`config.mk`:
```
export PLATFORM = sky130hd
export DESIGN_NAME = alu_serial
export DESIGN_NICKNAME = d
export VERILOG_FILES = /design/src/rtl/alu_serial.sv
export SDC_FILE = /design/constraint.sdc
export NUM_CORES = 1
export LEC_CHECK = 0
export BUFFER_PORTS_ARGS = -buffer_cell sky130_fd_sc_hd__buf_2
export CORE_ASPECT_RATIO = 1.1
export CORE_UTILIZATION = 59
export CTS_CLUSTER_DIAMETER = 30
export DETAILED_ROUTE_END_ITERATION = 10
export GPL_ROUTABILITY_DRIVEN = 1
export PLACE_DENSITY = 0.89
export REMOVE_ABC_BUFFERS = 1
export SLEW_MARGIN = 40
export SYNTH_ARGS = -nofsm -noshare
export SYNTH_HDL_FRONTEND = slang
export SYNTH_SLANG_ARGS = --single-unit
```
`constraint.sdc`:
```
create_clock -name clk -period 4.8 [get_ports clk]
set_clock_uncertainty 0.15 [all_clocks]
set_input_delay 0.72 -clock clk [delete_from_list [all_inputs] [get_ports clk]]
set_output_delay 0.72 -clock clk [all_outputs]
set_load 0.005 [all_outputs]
```
`src/rtl/alu_serial.sv`:
```
// Bit-serial ALU: NOR/XOR/ADD/SUB computed SLICE bits per cycle over WIDTH/SLICE cycles.
// Handshake: a transfer happens on a rising edge where valid && ready; valid holds until it does.
module alu_serial #(
  parameter int WIDTH = 8,
  parameter int SLICE = 1
) (
  input  logic             clk,
  input  logic             rst_n,
  input  logic             in_valid,
  output logic             in_ready,
  input  logic [WIDTH-1:0] a,
  input  logic [WIDTH-1:0] b,
  input  logic             cin,
  input  logic [1:0]       op,
  output logic             out_valid,
  input  logic             out_ready,
  output logic [WIDTH-1:0] s,
  output logic             cout,
  output logic             zero,
  output logic             ovf,
  output logic             busy,
  output logic [1:0]       dbg_state_o
);

  localparam int K  = WIDTH / SLICE;
  localparam int CW = (K > 1) ? $clog2(K) : 1;
  localparam int OW = $clog2(WIDTH);

  localparam logic [1:0] OP_NOR = 2'b00;
  localparam logic [1:0] OP_XOR = 2'b01;
  localparam logic [1:0] OP_SUB = 2'b11;

  generate
    if (WIDTH < 2) begin : g_bad_width
      $error("alu_serial: WIDTH must be >= 2");
    end
    if (WIDTH % SLICE != 0) begin : g_bad_slice
      $error("alu_serial: WIDTH must be a multiple of SLICE");
    end
  endgenerate

  typedef enum logic [1:0] {
    S_IDLE = 2'd0,
    S_RUN  = 2'd1,
    S_DONE = 2'd2
  } state_t;

  state_t            state_q, state_d;
  logic [CW-1:0]     count_q, count_d;
  logic              carry_q, carry_d;
  logic [WIDTH-1:0]  a_q, a_d, b_q, b_d;
  logic [1:0]        op_q, op_d;
  logic [WIDTH-1:0]  res_q, res_d;
  logic [WIDTH-1:0]  s_q, s_d;
  logic              cout_q, cout_d, zero_q, zero_d, ovf_q, ovf_d;

  logic [OW-1:0]     off;
  logic [SLICE-1:0]  a_sl, b_sl, b_eff, r_sl;
  logic [SLICE:0]    sum;
  logic              is_arith, last, msb_cin;

  // Slice datapath: one SLICE-wide ripple adder fed by the carry register.
  always_comb begin
    off      = OW'(count_q) * OW'(SLICE);
    a_sl     = a_q[off +: SLICE];
    b_sl     = b_q[off +: SLICE];
    is_arith = op_q[1];
    b_eff    = (op_q == OP_SUB) ? ~b_sl : b_sl;
    sum      = {1'b0, a_sl} + {1'b0, b_eff} + {{SLICE{1'b0}}, carry_q};
    // Carry into the slice MSB recovered from the sum bit; on the last slice this is the word MSB.
    msb_cin  = a_sl[SLICE-1] ^ b_eff[SLICE-1] ^ sum[SLICE-1];
    last     = (count_q == CW'(K - 1));
    case (op_q)
      OP_NOR:  r_sl = ~(a_sl | b_sl);
      OP_XOR:  r_sl = a_sl ^ b_sl;
      default: r_sl = sum[SLICE-1:0];
    endcase
  end

  always_comb begin
    state_d   = state_q;
    count_d   = count_q;
    carry_d   = carry_q;
    a_d       = a_q;
    b_d       = b_q;
    op_d      = op_q;
    res_d     = res_q;
    s_d       = s_q;
    cout_d    = cout_q;
    zero_d    = zero_q;
    ovf_d     = ovf_q;
    in_ready  = 1'b0;
    out_valid = 1'b0;
    busy      = 1'b0;

    case (state_q)
      S_IDLE: in_ready = 1'b1;
      S_RUN: begin
        busy                = 1'b1;
        res_d[off +: SLICE] = r_sl;
        carry_d             = is_arith & sum[SLICE];
        count_d             = count_q + CW'(1);
        if (last) begin
          state_d = S_DONE;
          count_d = '0;
          s_d     = res_d;
          cout_d  = is_arith & sum[SLICE];
          ovf_d   = is_arith & (msb_cin ^ sum[SLICE]);
          zero_d  = (res_d == '0);
        end
      end
      S_DONE: begin
        out_valid = 1'b1;
        in_ready  = out_ready;
        if (out_ready) state_d = S_IDLE;
      end
      default: state_d = S_IDLE;
    endcase

    // Accept overrides the DONE->IDLE exit so back-to-back sets see no bubble.
    if (in_valid && in_ready) begin
      a_d     = a;
      b_d     = b;
      op_d    = op;
      carry_d = op[1] & cin;
      count_d = '0;
      state_d = S_RUN;
    end
  end

  always_ff @(posedge clk) begin
    if (!rst_n) begin
      state_q <= S_IDLE;
      count_q <= '0;
      carry_q <= 1'b0;
      a_q     <= '0;
      b_q     <= '0;
      op_q    <= 2'b00;
      res_q   <= '0;
      s_q     <= '0;
      cout_q  <= 1'b0;
      zero_q  <= 1'b1;
      ovf_q   <= 1'b0;
    end else begin
      state_q <= state_d;
      count_q <= count_d;
      carry_q <= carry_d;
      a_q     <= a_d;
      b_q     <= b_d;
      op_q    <= op_d;
      res_q   <= res_d;
      s_q     <= s_d;
      cout_q  <= cout_d;
      zero_q  <= zero_d;
      ovf_q   <= ovf_d;
    end
  end

  assign s           = s_q;
  assign cout        = cout_q;
  assign zero        = zero_q;
  assign ovf         = ovf_q;
  assign dbg_state_o = state_q;

endmodule

```
* After elaboration in Yosys (flattened, before gate mapping)
Cells that the tools add are included.
Storage, ports and cells: register bits after elaboration 43, bits of input ports 23, output and inout bits 16, word-level logic and storage cells 64
Operators by class: add/sub/neg operators 4, eq/ne operators 10, shift operators 4, muxes and demuxes 13, bitwise gates (word level) 12, reductions and logical operators 9
Operator list (number):
- $shiftx 8x4->1 | 2
- $bwmux 8 | 1
- $logic_not 8->1 | 1
- $shift 1x5->8 const A | 1
- $shiftx 1x5->8 | 1
- $mux 1 | 6
- $ne 2x2->1 const B | 3
- $ne 3x3->1 const B | 2
- $pmux 2 s3 | 1
- $reduce_and 3->1 | 2
- $neg 3->5 | 1
- $eq 2x1->1 const B | 2
- $eq 2x2->1 const B | 2
- $logic_not 2->1 | 2
- $mux 2 | 2
- $not 1->1 | 4
- $pmux 1 s2 | 2
- $xor 1x1->1 | 4
- $add 3x1->3 const B | 1
- $and 1x1->1 | 3
- $eq 3x3->1 const B | 1
- $mux 3 | 1
- $add 1x1->2 | 1
- $add 2x1->2 | 1
- other kinds (5) | 5

* Logic depth before layout (Yosys ltp)
depth in word-level cells 9, gate-level depth with buffers 10, mapped depth without buffers 9

* Least setup slack after synthesis
Ideal clock, no wire load.
kind register to register, start register count_q[0], end register zero_q (netlist: zero), setup time 0.116 ns, arrival 2.934 ns, required time 4.534 ns, path slack 1.599 ns, cell stages (with the launch flop) 11, path buffers 1, period minus slack after synthesis 3.201 ns, cells stage by stage dfxtp_1 > buf_4 > mux4_2 > mux2i_1 > xnor2_1 > fa_1 > nand2_1 > nand3b_1 > o41ai_1 > nor3_1 > a41o_1
Between the ends: cells in the longest elaborated chain, start to end 9, elaborated cells on any way between the ends 17, those cells by class 3 x add/sub; 1 x eq/ne; 4 x shift; 3 x mux; 4 x bitwise; 2 x reduce/logical
Ends and longest elaborated chain:
- start, declared | RTL line 49 | logic [CW-1:0] count_q, count_d;
- start signal, assigned | RTL line 146 | count_q <= count_d;
- $shiftx 8x4->1 | RTL line 66 | b_sl = b_q[off +: SLICE];
- $not 1->1 | RTL line 68 | b_eff = (op_q == OP_SUB) ? ~b_sl : b_sl;
- $mux 1 | RTL line 68
- $add 1x1->2 | RTL line 69 | sum = {1'b0, a_sl} + {1'b0, b_eff} + {{SLICE{1'b0}}, carry_q};
- $add 2x1->2 | RTL line 69
- $pmux 1 s2 | RTL line 73 | case (op_q)
- $shiftx 1x5->8 | RTL line 100 | res_d[off +: SLICE] = r_sl;
- $bwmux 8 | RTL line 100
- $logic_not 8->1 | RTL line 109 | zero_d = (res_d == '0);
- end signal, assigned | RTL line 154 | zero_q <= zero_d;
- end, declared | RTL line 55 | logic cout_q, cout_d, zero_q, zero_d, ovf_q, ovf_d;
Parallel ways exist; a longest one is shown, timed or not. A chain may end at the register's enable or synchronous reset.

* Worst setup path after layout
Ends and elaborated chain as after synthesis.

==> flow_summary.yaml <==
cts:
  h-tree-depth: 2
  cts.path.max_buffers: 2
  cts_hold_buffers: 0
  cts-resized-gates: 0
  clk_pin_slew_worst_paths_ps: 130
  worstSkewPairLatency_ps: 350
  clockRootBuffer: "clkbuf_4"
  cts_tree: "built"
  post_cts_buffers: 0
  clkSinkCount: 43
  cts_buffers: 5
pwr:
  power_frac_clock: 0.255
  pwr-share-comb: 0.167
  sequentialPowerShare: 0.579
  p_per_area_nw_per_um2: 279
  switchingPower_uw: 192
  peakVddDrop_mv: 0.163
  p_leak_nw: 0.995
  p_int_uw: 476
  swShare: 0.288
grt:
  grt_use_met2: 0.448
  grt_pass1_vias: 1646
  antenna_found_initial: 0
  grt_first_pass_wirelength_um: 7260
  grt_max_degree: 38
  grt_util_met3: 0.0531
  grt_remaining_overflow: 0
  top_usage_layer: "met2"
  grtUsageTotal: 0.252
  met1_usage: 0.289
drt:
  wl_um: 4410
  routedWlPerCell_um: 13.1
  ant_nets: 0
  num_vias: 1840
  drc: 0
  drt_first_iter_violations: 64
  firstDrtPassIters: 4
  drt-vias-per-instance: 5.46
placement:
  io_buffer_count: 38
  finalWeightedCongestion: 0.925
  hpwl_um: 3260
synth:
  synth_edf_count: 0
  yosys.cell_types.count: 44
  yosysWarnings: 0
  ys_ff_latch: 43
  avgSynthCellArea_um2: 8.39
  netlist_top_cells_area: "dfxtp_1, nand2_1, a21oi_1, ha_1, nor2_1"
  synth_mux_area_frac: 0.0731
  yosysTopAreaCellShare: 0.402
  ys.flop_type: "dfxtp_1"
  yosysTopAreaCell: "dfxtp_1"
  synth-xor-area-share: 0.0123
  ys_seq_area_frac: 0.402
  synth_compound_area_frac: 0.167
  synth-simple-area-share: 0.240
  synthAdderAreaFrac: 0.0620
  async_flop_share: 0
  synth_top_family_by_area: "simple AND/OR/NAND/NOR gates"
  netlist_area_um2: 2140
  synthCells: 255
setup_path:
  r2r-start: "count_q[0]"
  reg2reg_slack_ps: 1170
  endpoint_kind: "flop"
  crit_fanout: 16
  r2r.worst_path.cells: 9
  crit_type: "reg -> reg"
  required_ps: 4910
  r2r_end: "zero"
  arrival_ps: 3740
  start_kind: "flop"
timing:
  rsz0062_at_grt: "false"
  worst_pin_slew_ps: 629
  holdWs_ps: 311
  fmax_ghz: 0.275
  tns_ps: 0
  worst_slew_margin_rel: 0.580
  fin_crit_ps: 3630
  finalSetupViolCount: 0
  slew_violations: 0
  final_hold_viol_count: 0
  fin_crit_sh: 0.757
cells_and_area:
  final_cell_mix: "nand2_1, dfxtp_1, buf_2"
  diodes: 0
  final_common_cell: "nand2_1"
  nNetsFinal: 321
  drive_above_1_share: 0.197
  syn_to_final_growth_pct: 11.9
  n_fill_cell: 301
floorplanning:
  die_w_um: 59.4
  initial_core_util: 0.632
  rows: 22
  pin_count: 39
  die_area_um2: 3870
  core_um2: 3390
  die_h_um: 65.2
min_path:
  hold-path-cell-count: 2
  hold_path.startpoint: "a_q[2]"
  hold_path_end: "a_q[2]"
  min_path_type: "reg -> reg"
run_status:
  outcome: "finished clean"
run:
  maxCapViolCount: 0
==> cells in the mapped netlist, types with 2 or more instances <==
library cell / instances
a211oi_1: 8
a21oi_1: 28
and2_1: 3
clkbuf_1: 9
dfxtp_1: 43
ha_1: 9
inv_1: 6
inv_2: 2
mux2i_1: 4
mux4_2: 3
nand2_1: 54
nand2b_1: 3
nor2_1: 28
nor2b_1: 5
nor3_1: 9
nor3b_1: 3
o21ai_0: 6
o41ai_1: 4
xnor2_1: 3
==> worst max path at each step <==
stage	endpoint	slack, ps	startpoint
floorplan	zero	1540	count_q[0]
global placement	zero	1320	count_q[0]
detailed placement	zero	1190	count_q[0]
CTS	zero	1170	count_q[0]
global route	zero	860	count_q[0]
finish	zero	1170	count_q[0]
==> cell families after synthesis <==
family,Yosys count
and+or+nand+nor,112
buffers and inverters,21
muxes,9
AOI/OAI and AO/OA,57
DFF,43
xor gates and xnor gates,3
adders and majority gates,10
==> routing by layer <==
metal / vias to the layer above / share of wire / wire length (µm)
met5: - / 0 / 0
met4: 0 / 0.019 / 84
met3: 11 / 0.048 / 212
met2: 54 / 0.51 / 2230
met1: 827 / 0.43 / 1880
li1: 948 / - / -
==> stage by stage <==
stage	setup slack [ps]	std cells	total power, mW	instance area (µm²)	util
6_report	1170	337	0.668	2390	0.707
3_5_place_dp	1190	329	0.505	2340	0.691
4_1_cts	1170	337	0.671	2390	0.707
2_1_floorplan	1540	242	0.471	2080	-
5_1_grt	861	337	0.703	2390	0.707
3_3_place_gp	1320	329	0.501	2340	0.691
==> flip-flops by register name, indices dropped and copies added (netlist names) <==
name / cells
op_q: 2
dbg_state_o: 2
b_q: 8
zero: 1
s: 8
a_q: 8
cout: 1
ovf: 1
res_q: 8
carry_q: 1
count_q: 3
==> area by class of cell <==
type	count	area, µm²	area share
multi-input combinational	191	1190	0.498
clock inverter	3	15.0	0.00627
timing repair buffer	39	198	0.0826
tap	48	60.1	0.0251
sequential	43	861	0.360
inverter	8	30.0	0.0125
clock buffer	5	37.5	0.0157
==> worst max-delay path: stages (launching register included) <==
cell and delay (ps):
dfxtp_1 740, mux4_2 590, mux2i_1 240, xnor2_1 180, fa_1 440, nand2_1 130, nand3b_1 170, o41ai_1 550
nor3_1 100, a41o_1 250
==> power by group through the flow <==
stage	clock, mW	sequential [mW]	combinational, mW
final	0.170	0.387	0.111
after global routing	0.189	0.389	0.126
after CTS	0.173	0.387	0.111
after detailed placement	0	0.395	0.111
after global placement	0	0.394	0.107
after floorplan	0	0.390	0.0806
Power figures use the tool's default switching activity.
